### src/rtl/fd_pkg.sv
// Shared types and constants for the FAST detector window loader and comparator.
package fd_pkg;

   typedef enum logic [1:0] {
      IDLE = 2'd0,
      LOAD = 2'd1,
      FULL = 2'd2
   } fd_state_e;

   localparam int unsigned PIX_W_DEFAULT = 8;
   localparam int unsigned THRES_DEFAULT = 30;

endpackage

### src/rtl/fd_slot_bank.sv
// Window slot storage: slot 0 is the reference pixel, slots 1..NPTS are the circle pixels.
module fd_slot_bank
   import fd_pkg::*;
#(
   parameter int unsigned PIX_W = PIX_W_DEFAULT,
   parameter int unsigned NPTS  = 16,
   parameter int unsigned IDX_W = $clog2(NPTS + 1)
) (
   input  logic                   clock,
   input  logic                   nReset,
   input  logic                   we,
   input  logic [IDX_W-1:0]       idx,
   input  logic [PIX_W-1:0]       din,
   output logic [PIX_W-1:0]       ref_slot,
   output logic [NPTS*PIX_W-1:0]  adj_slots
);

   logic [NPTS:0]      wr_sel;
   logic [PIX_W-1:0]   slot_q [NPTS+1];
   logic [PIX_W-1:0]   slot_d [NPTS+1];

   always_comb begin
      wr_sel = '0;
      for (int unsigned k = 0; k <= NPTS; k++) begin
         wr_sel[k] = we && (idx == IDX_W'(k));
         slot_d[k] = wr_sel[k] ? din : slot_q[k];
      end
   end

   always_ff @(posedge clock or negedge nReset) begin
      if (!nReset) begin
         for (int unsigned k = 0; k <= NPTS; k++) begin
            slot_q[k] <= '0;
         end
      end else begin
         for (int unsigned k = 0; k <= NPTS; k++) begin
            slot_q[k] <= slot_d[k];
         end
      end
   end

   // Slot 1 lands in the MSBs, slot NPTS in the LSBs.
   always_comb begin
      ref_slot  = slot_q[0];
      adj_slots = '0;
      for (int unsigned k = 1; k <= NPTS; k++) begin
         adj_slots[(NPTS-k)*PIX_W +: PIX_W] = slot_q[k];
      end
   end

endmodule

### src/rtl/fd_window_loader.sv
// Streams one FAST window (reference + NPTS circle pixels) into the slot bank and holds it
// for the segment-test comparator; also owns the programmable threshold register.
module fd_window_loader
   import fd_pkg::*;
#(
   parameter int unsigned PIX_W         = fd_pkg::PIX_W_DEFAULT,
   parameter int unsigned NPTS          = 16,
   parameter int unsigned THRES_W       = 8,
   parameter int unsigned THRES_DEFAULT = fd_pkg::THRES_DEFAULT
) (
   input  logic                   clock,
   input  logic                   nReset,
   input  logic                   start,
   input  logic                   in_valid,
   output logic                   in_ready,
   input  logic [PIX_W-1:0]       in_data,
   output logic                   win_valid,
   input  logic                   consume,
   output logic [PIX_W-1:0]       ref_pixel,
   output logic [NPTS*PIX_W-1:0]  adj_pixel,
   input  logic                   thres_we,
   input  logic [THRES_W-1:0]     thres_in,
   output logic [THRES_W-1:0]     thres
);

   localparam int unsigned IDX_W = $clog2(NPTS + 1);

   fd_state_e            state_q, state_d;
   logic [IDX_W-1:0]     idx_q, idx_d;
   logic [THRES_W-1:0]   thres_q, thres_d;
   logic                 accept;
   logic [PIX_W-1:0]     ref_slot;
   logic [NPTS*PIX_W-1:0] adj_slots;

   // A start in LOAD restarts the window and drops any beat offered in that cycle.
   assign accept = (state_q == LOAD) && in_valid && !start;

   always_ff @(posedge clock or negedge nReset) begin
      if (!nReset) begin
         state_q <= IDLE;
         idx_q   <= '0;
         thres_q <= THRES_W'(THRES_DEFAULT);
      end else begin
         state_q <= state_d;
         idx_q   <= idx_d;
         thres_q <= thres_d;
      end
   end

   always_comb begin
      state_d = state_q;
      idx_d   = idx_q;
      thres_d = thres_we ? thres_in : thres_q;
      unique case (state_q)
         IDLE: begin
            if (start) begin
               state_d = LOAD;
               idx_d   = '0;
            end
         end
         LOAD: begin
            if (start) begin
               idx_d = '0;
            end else if (accept) begin
               if (idx_q == IDX_W'(NPTS)) begin
                  state_d = FULL;
               end else begin
                  idx_d = idx_q + IDX_W'(1);
               end
            end
         end
         FULL: begin
            if (consume) begin
               state_d = start ? LOAD : IDLE;
               idx_d   = '0;
            end
         end
         default: begin
            state_d = IDLE;
            idx_d   = '0;
         end
      endcase
   end

   always_comb begin
      in_ready  = (state_q == LOAD);
      win_valid = (state_q == FULL);
      ref_pixel = win_valid ? ref_slot : '0;
      adj_pixel = win_valid ? adj_slots : '0;
      thres     = thres_q;
   end

   fd_slot_bank #(
      .PIX_W (PIX_W),
      .NPTS  (NPTS),
      .IDX_W (IDX_W)
   ) u_slot_bank (
      .clock     (clock),
      .nReset    (nReset),
      .we        (accept),
      .idx       (idx_q),
      .din       (in_data),
      .ref_slot  (ref_slot),
      .adj_slots (adj_slots)
   );

endmodule

### config.mk
export PLATFORM = sky130hd
export DESIGN_NAME = fd_window_loader
export DESIGN_NICKNAME = d
export VERILOG_FILES = /design/src/rtl/fd_pkg.sv /design/src/rtl/fd_slot_bank.sv /design/src/rtl/fd_window_loader.sv
export SDC_FILE = /design/constraint.sdc
export NUM_CORES = 1
export LEC_CHECK = 0
export ABC_AREA = 0
export CORE_UTILIZATION = 45
export CTS_BUF_LIST = sky130_fd_sc_hd__clkbuf_8
export CTS_CLUSTER_SIZE = 8
export DETAILED_ROUTE_END_ITERATION = 10
export PLACE_DENSITY = 0.77
export SYNTH_ARGS = -nofsm -noshare
export SYNTH_HDL_FRONTEND = slang
export SYNTH_SLANG_ARGS = --single-unit
### constraint.sdc
create_clock -name clock -period 1.63 [get_ports clock]
set_input_delay 0.163 -clock clock [delete_from_list [all_inputs] [get_ports clock]]
set_output_delay 0.163 -clock clock [all_outputs]
set_load 0.01 [all_outputs]
* Word-level counts from Yosys, hierarchy flattened *
Cells that the tools add are included.

operators by class
  $add $sub $neg = 1
  equality and inequality tests = 25
  muxes and demuxes = 15
  reduce and logical (&&, ||, !) cells = 24

operator list
  operator               number
  $mux W128              1
  $eq A5 B4 Y1 const B   8
  $mux W5                5
  $eq A5 B3 Y1 const B   4
  $logic_and A1 B1 Y1    19
  $pmux W5 S3            1
  $eq A5 B2 Y1 const B   2
  $mux W2                5
  $mux W8                1
  $ne A2 B1 Y1 const B   3
  $pmux W2 S3            1
  $add A5 B1 Y5 const B  1
  $eq A5 B1 Y1 const B   1
  $eq A5 B5 Y1 const B   1
  $logic_not A5 Y1       1
  $reduce_and A5 Y1      1
  $ne A2 B2 Y1 const B   2
  $reduce_and A4 Y1      1
  $ne A3 B2 Y1 const B   1
  $ne A3 B3 Y1 const B   1
  $eq A2 B1 Y1 const B   1
  $eq A2 B2 Y1 const B   1
  $logic_not A2 Y1       1
  $logic_not A1 Y1       1
  $mux W1                1

word-level totals
  register bits = 151
  bits of input ports = 22
  output and inout port bits = 146
  logic and storage cells = 85

* Logic depth before layout (Yosys ltp) *
Gate-level depths: netlist of the first run.

  depth in word-level cells = 6
  depth in mapped cells = 7
  mapped depth without buffers = 6

* Modules after synthesis *
From an unflattened synthesis of the first run, not the netlist that was laid out.

second synthesis, totals
  cell total of the unflattened synthesis = 521
  area total of the unflattened synthesis = 6,822.8 µm²

by module, submodules not included
  module            instances  cells an instance  area each (µm²)  seq. area each (µm²)
  fd_slot_bank      1          310                5,213.8          3,403.3
  fd_window_loader  1          211                1,609.0          380.4

* Worst setup path after synthesis of the first run *
No wires, ideal clock.

  path kind = reg2reg
  from = register state_q[1]
  to = register u_slot_bank.slot_q (netlist bit u_slot_bank.adj_slots[32])
  library setup time = 0.125 ns
  arrival time = 1.660 ns
  setup slack = -0.155 ns
  stages on the path, launching flop included = 7
  buffers on the path = 2
  cell sequence = dfrtp_1 > and4bb_4 > and3_1 > clkbuf_1 > and3_1 > buf_6 > mux2_4

between the ends
  word-level cells in the longest chain between the ends = 4

ends and longest elaborated chain
  item                              RTL line                text
  start: declaration                fd_window_loader.sv:28  fd_state_e state_q, state_d;
  start signal: assignment          fd_window_loader.sv:44  state_q <= state_d;
  $eq A2 B1 Y1                      fd_window_loader.sv:36  assign accept = (state_q == LOAD) && in_valid && !start;
  $logic_and A1 B1 Y1 (2 in a row)  fd_window_loader.sv:36
  $logic_and A1 B1 Y1               fd_slot_bank.sv:25      wr_sel[k] = we && (idx == IDX_W'(k));
  end signal: indexed assignment    fd_slot_bank.sv:37      slot_q[k] <= slot_d[k];
  end: declaration                  fd_slot_bank.sv:19      logic [PIX_W-1:0] slot_q [NPTS+1];

Every way passes these cells.
A chain may end at the register's enable or synchronous reset.

* Final worst setup path of the first run *
  from = register state_q[1]
  to = output port adj_pixel[124]

between the ends
  word-level cells in the longest chain between the ends = 2

ends and longest elaborated chain
  item              RTL line                text
  $eq A2 B2 Y1      fd_window_loader.sv:87  win_valid = (state_q == FULL);
  $mux W128         fd_window_loader.sv:89  adj_pixel = win_valid ? adj_slots : '0;
  end: declaration  fd_window_loader.sv:20  output logic [NPTS*PIX_W-1:0] adj_pixel,

Every way passes these cells.

==> impl_metrics.tcl, run 1 <==
set metrics [dict create \
    status "finished with violations" \
    violations "DRC, setup timing" \
    worst-path-stages 7 \
    start_util_pct 46.6 \
    drc 13 \
    synth_top_area_cell "dfrtp_1" \
    core_area_mm2 0.0147 \
    dieWidth_um 125 \
    diodes 0 \
    totalPowerFinal_w 0.00786 \
    grt_max_degree 58 \
    cap_violations 0 \
    pwr-share-seq_pct 52.7 \
    cts_tree "done" \
    worst_slack_ns -0.316 \
    synth_edf_count 0 \
    overflow 0 \
    synthToLayoutAreaGrowth_pct 46.6 \
    pwr-share-comb_pct 9.1 \
    crit_start "state_q[1]" \
    num_vias 4976 \
    slowest_delay_ns 0.39 \
    drive_gt1_share_pct 59.4 \
    period_share_pct 119 \
    cp-end-kind "output port" \
    required_ns 1.47 \
    critPathLaunchType "flop" \
    reg2reg_slack_ns -0.26 \
    fp.dieH_um 125 \
    synth_flop_cell "dfrtp_1" \
    crit_buf_inv 5 \
    drtAntennaViolNets 0 \
    cts-root-buf "clkbuf_8" \
    worstMarginPinSlew_ns 0.647 \
    internal_power_w 0.00605 \
    floorplan.rows 44 \
    drt_wl_total_um 19100 \
    synthCells 529 \
    critPathSlowestCell "dfrtp_1" \
    nets 777 \
    clock_skew_ns 0.0120 \
    via_per_inst 5.26 \
    final_cell_mix "146 x dfrtp_1, 107 x mux2_2, 105 x and2_1, 75 x buf_2, 47 x buf_6" \
    port_buffers 167 \
    max_freq_mhz 514 \
    rsz0062_at_grt "yes" \
    power.leakage_nw 5.19 \
    grt_use_total_pct 25.0 \
    arrival_ns 1.78 \
    clkPwrFrac_pct 38.2 \
    yosys-top-cells-area "dfrtp_1 54%, mux2_2 21%, and2_1 12%" \
    mostFrequentLayoutCell "dfrtp_1" \
    drt_first_pass_iters 8 \
    yosys_warnings 0 \
    synth-async-reset-ratio_pct 100 \
    multi_input_area_mm2 0.00335 \
    setup_violations 260 \
    synth_nets 556 \
    place_hpwl_um 11500 \
    h-tree-depth 4 \
    maxSlewViolCount 0 \
    cpMostUsedCell "buf_12" \
    cts_made_buffers 17 \
    drt-initial-drc-count 226 \
    vdd_drop_max_v 0.000469 \
    synth_top_area_share_pct 53.6 \
    p_sw_w 0.00182 \
    clkSlewWorstSetupHoldPaths_ns 0.08 \
    crit_chain "nor2b_4, buf_12, buf_12, buf_16, buf_12, and2_4, buf_6" \
    worst-setup-path-type "reg -> out" \
    finalHoldViolations 0 \
    ys_types 31 \
    fillers 1051 \
    r2r_cells 8 \
    path_max_fanout 9 \
    critPathTopFamily "buffers and inverters" \
    grt_pass1_wl_um 29700 \
    place_ws_ns -0.468 \
    min_period_ns 1.95 \
    switching_share_pct 23.1 \
    antenna_found_initial 0 \
    die-area_mm2 0.0157 \
    clk_path_buf_depth 2 \
    ys_seq_area_share_pct 55.2 \
    wire_per_inst_um 20.2 \
    grt_pass1_vias 5242 \
    cts_sinks 151 \
    synth.avg_cell_area_um2 13.0 \
    worstReg2RegEnd "idx_q[3]" \
    power_density_mw_per_mm2 782 \
    crit_end "adj_pixel[124]" \
    ys_ff_latch 151 \
    place.gp.congestion 0.893 \
    io_pins 168 \
    synth_area_mm2 0.00686 \
    timing.rr.start "state_q[1]" \
    seqCellArea_mm2 0.00378 \
    slew_headroom_pct 56.8 \
    insertion_delay_ns 0.45 \
    hold_path_class "in -> async" \
]
cells in the mapped netlist (3+ instances only):
cell type	n
and2_1	136
mux2_2	126
mux2_4	16
dfrtp_1	147
nor2b_1	3
nand2_1	19
nor2_1	3
inv_1	6
and3_1	6
ha_1	5
clkbuf_1	30
dfstp_2	4
o21ai_0	7
per-layer routing:
layer | part of all wire (%) | vias to the layer above | wire [µm] | GRT usage, %
li1 | - | 2215 | - | -
met5 | 0 | - | 0 | 0
met2 | 48 | 175 | 9240 | 40.6
met1 | 43 | 2548 | 8220 | 32.5
met3 | 6.2 | 38 | 1180 | 5.91
met4 | 2.3 | 0 | 430 | 9.76
through the flow:
stage	util [%]	setup TNS, ns	hold slack, ns	instances	instance area, µm²
3_5_place_dp	62.1	-67.24	0.0403	887	9130
5_1_grt	68.4	-57.41	0.143	946	10100
2_1_floorplan	-	-2.00	-0.133	529	6880
6_report	68.4	-41.22	0.134	946	10100
3_3_place_gp	62.1	-56.65	0.0402	887	9130
4_1_cts	67.1	-52.29	0.115	938	9860
cell type report:
| type | instances | area share (%) |
|---|---|---|
| repair buffers | 235 | 22.4 |
| well taps | 184 | 2.29 |
| inverters | 6 | 0.224 |
| clock buffers | 21 | 2.88 |
| flip-flops and latches | 151 | 37.7 |
| clock inverters | 10 | 1.27 |
| multi-input cells | 339 | 33.3 |
logic make-up (layout without fill, tap and decap cells):
logic type | after synthesis | after routing | synth area share, %
simple gates | 176 | 176 | 15.7
buf+inv | 39 | 272 | 2.37
flops | 151 | 151 | 55.2
compound gates | 13 | 13 | 1.17
xor+xnor | 1 | 1 | 0.128
fa+ha+maj | 5 | 5 | 0.912
mux | 144 | 144 | 24.5
power by group through the flow:
stage / clock [W] / combinational, W / sequential (W)
6_report: 0.00301 / 0.000716 / 0.00414
5_1_grt: 0.00320 / 0.000780 / 0.00417
4_1_cts: 0.00306 / 0.000678 / 0.00414
3_5_place_dp: 0 / 0.000630 / 0.00420
3_3_place_gp: 0 / 0.000603 / 0.00419
2_1_floorplan: 0 / 0.000298 / 0.00416
sequential cells by signal, summed over array words and instances, names as in the netlist:
signal,cells
idx_q,5
state_q,2
thres,8
u_slot_bank.adj_slots,128
u_slot_bank.ref_slot,8
worst min-delay path by stage:
stage | endpoint | slack, ns | cells past startpoint
final | u_slot_bank.adj_slots[33] | 0.13 | 2
after global routing | u_slot_bank.adj_slots[43] | 0.14 | 2
after CTS | u_slot_bank.adj_slots[46] | 0.12 | 2
after detailed placement | u_slot_bank.adj_slots[44] | 0.04 | 1
after global placement | u_slot_bank.adj_slots[46] | 0.04 | 1
after floorplan | idx_q[0] | -0.13 | 0
what timing repair did:
action	CTS	global route
pin swaps	21	11
setup buffers	20	7
resized for setup	594	109
endpoints found under the setup margin	283	278
hold endpoints to repair	147	0
cloned	3	2
hold buffers	1	0
(Power assumes the default switching activity.)
==> inputs of run 2 (changes only) <==
--- a/config.mk
+++ b/config.mk
@@ -6,6 +6,8 @@
 export NUM_CORES = 1
 export LEC_CHECK = 0
 export ABC_AREA = 0
+export CORE_ASPECT_RATIO = 1.4
+export CORE_MARGIN = 2
 export CORE_UTILIZATION = 45
 export CTS_BUF_LIST = sky130_fd_sc_hd__clkbuf_8
 export CTS_CLUSTER_SIZE = 8
==> impl_metrics.tcl, run 2 (same netlist as run 1, synthesis figures left out) <==
set metrics [dict create \
    grt_pass1_wl_um 28900 \
    synthToLayoutAreaGrowth_pct 46.7 \
    vdd_drop_max_v 0.000550 \
    nets 777 \
    cts_sinks 151 \
    final_cell_mix "146 x dfrtp_1, 122 x mux2_2, 92 x and2_1, 60 x buf_6, 56 x buf_2" \
    critPathSlowestCell "dfrtp_1" \
    reg2reg_slack_ns -0.24 \
    hold_path_class "in -> async" \
    fillers 1135 \
    crit_chain "nor2b_4, buf_8, clkbuf_16, and2_1, clkdlybuf4s15_2" \
    cts-root-buf "clkbuf_8" \
    worst-setup-path-type "reg -> out" \
    slowest_delay_ns 0.39 \
    slew_headroom_pct 71.1 \
    antenna_found_initial 0 \
    die-area_mm2 0.0163 \
    violations "setup timing" \
    floorplan.rows 53 \
    clkSlewWorstSetupHoldPaths_ns 0.10 \
    seqCellArea_mm2 0.00378 \
    rsz0062_at_grt "yes" \
    drtAntennaViolNets 0 \
    tns_ns -48.20 \
    path_max_fanout 10 \
    worst_slack_ns -0.335 \
    maxSlewViolCount 0 \
    place_hpwl_um 11900 \
    mostFrequentLayoutCell "dfrtp_1" \
    power.leakage_nw 5.01 \
    grt_pass1_vias 5181 \
    diodes 0 \
    wire_per_inst_um 21.5 \
    drc 0 \
    grt_max_degree 59 \
    switching_share_pct 24.0 \
    clkPwrFrac_pct 35.9 \
    min_period_ns 1.97 \
    clock_skew_ns 0.0247 \
    critPathLaunchType "flop" \
    port_buffers 167 \
    arrival_ns 1.80 \
    pwr-share-comb_pct 9.1 \
    io_pins 168 \
    grt_use_total_pct 23.8 \
    core_area_mm2 0.0150 \
    cap_violations 0 \
    h-tree-depth 4 \
    p_sw_w 0.00181 \
    drt_first_pass_iters 4 \
    finalHoldViolations 0 \
    place.gp.congestion 0.946 \
    place_ws_ns -0.389 \
    clk_path_buf_depth 2 \
    cts_made_buffers 17 \
    setup_violations 280 \
    drive_gt1_share_pct 60.8 \
    overflow 0 \
    status "finished with violations" \
    internal_power_w 0.00573 \
    worstMarginPinSlew_ns 0.432 \
    power_density_mw_per_mm2 750 \
    fp.dieH_um 150 \
    dieWidth_um 108 \
    max_freq_mhz 509 \
    insertion_delay_ns 0.45 \
    num_vias 5021 \
    via_per_inst 5.27 \
    start_util_pct 45.8 \
    drt_wl_total_um 20500 \
    largest_reg_flops 128 \
    required_ns 1.47 \
    pwr-share-seq_pct 55.0 \
    multi_input_area_mm2 0.00332 \
    drt-initial-drc-count 163 \
    finalHoldWorstSlack_ns 0.186 \
    cts_tree "done" \
    cp-end-kind "output port" \
    period_share_pct 121 \
]
run 2: changes by cell type in the layout (fill, tap and decap cells not counted), moves of 7 or more:
cell and delta:
and2_1 -13, and2_4 +13, buf_12 -10, buf_2 -19, buf_6 +13, clkdlybuf4s15_2 +9, mux2_2 +15, mux2_4 -15
nand2_4 -7
run 2: final timing paths:
check,startpoint,endpoint,cells after the start
min reg2reg,u_slot_bank.adj_slots[65],u_slot_bank.adj_slots[65],1
max,state_q[1],ref_pixel[6],5
min in group clock,thres_in[7],thres[7],2
min,nReset,idx_q[4],2
max reg2reg,state_q[1],u_slot_bank.adj_slots[89],7
max in group asynchronous,nReset,thres[2],3
run 2: area by class of cell:
type | count | share of cell area [%]
clock inverters | 12 | 1.14
multi-input cells | 339 | 33.0
inverters | 6 | 0.224
clock buffers | 18 | 2.46
flip-flops and latches | 151 | 37.6
well taps | 192 | 2.39
repair buffers | 235 | 23.1
run 2: routing by layer:
metal  GRT usage [%]  up-vias  part of all wire (%)
met5               0        -                     0
met4            10.3        0                   3.1
met2            42.4      178                    55
met1            28.1     2574                    38
li1                -     2230                     -
met3            3.79       39                   4.0
run 2: worst max-delay path, delay by kind of cell (launching register included):
kind | cells | cell delay, ns
buf+inv | 3 | 0.59
flops | 1 | 0.39
simple gates | 2 | 0.38
run 2: metrics by stage:
| stage | total power, W | cells | util (%) | cell area, µm² |
|---|---|---|---|---|
| CTS | 0.00753 | 938 | 64.2 | 9610 |
| finish | 0.00754 | 953 | 67.1 | 10100 |
| global placement | 0.00480 | 896 | 60.6 | 9080 |
| global route | 0.00784 | 953 | 67.1 | 10100 |
| floorplan | 0.00446 | 529 | - | 6880 |
| detailed placement | 0.00485 | 896 | 60.6 | 9080 |
run 2: power by group through the flow:
stage	Clock [W]	Combinational, W	Sequential, W
after detailed placement	0	0.000638	0.00421
after global routing	0.00293	0.000742	0.00417
final	0.00271	0.000685	0.00415
after floorplan	0	0.000298	0.00416
after CTS	0.00275	0.000642	0.00414
after global placement	0	0.000605	0.00419
run 2: what timing repair did:
action / 4_1_cts / 5_1_grt
gates resized for setup: 481 / 220
cloned: 4 / 7
hold endpoints to repair: 73 / 0
pin swaps: 1 / 35
hold buffers: 1 / 0
setup buffers: 7 / 14
endpoints found under the setup margin: 277 / 283
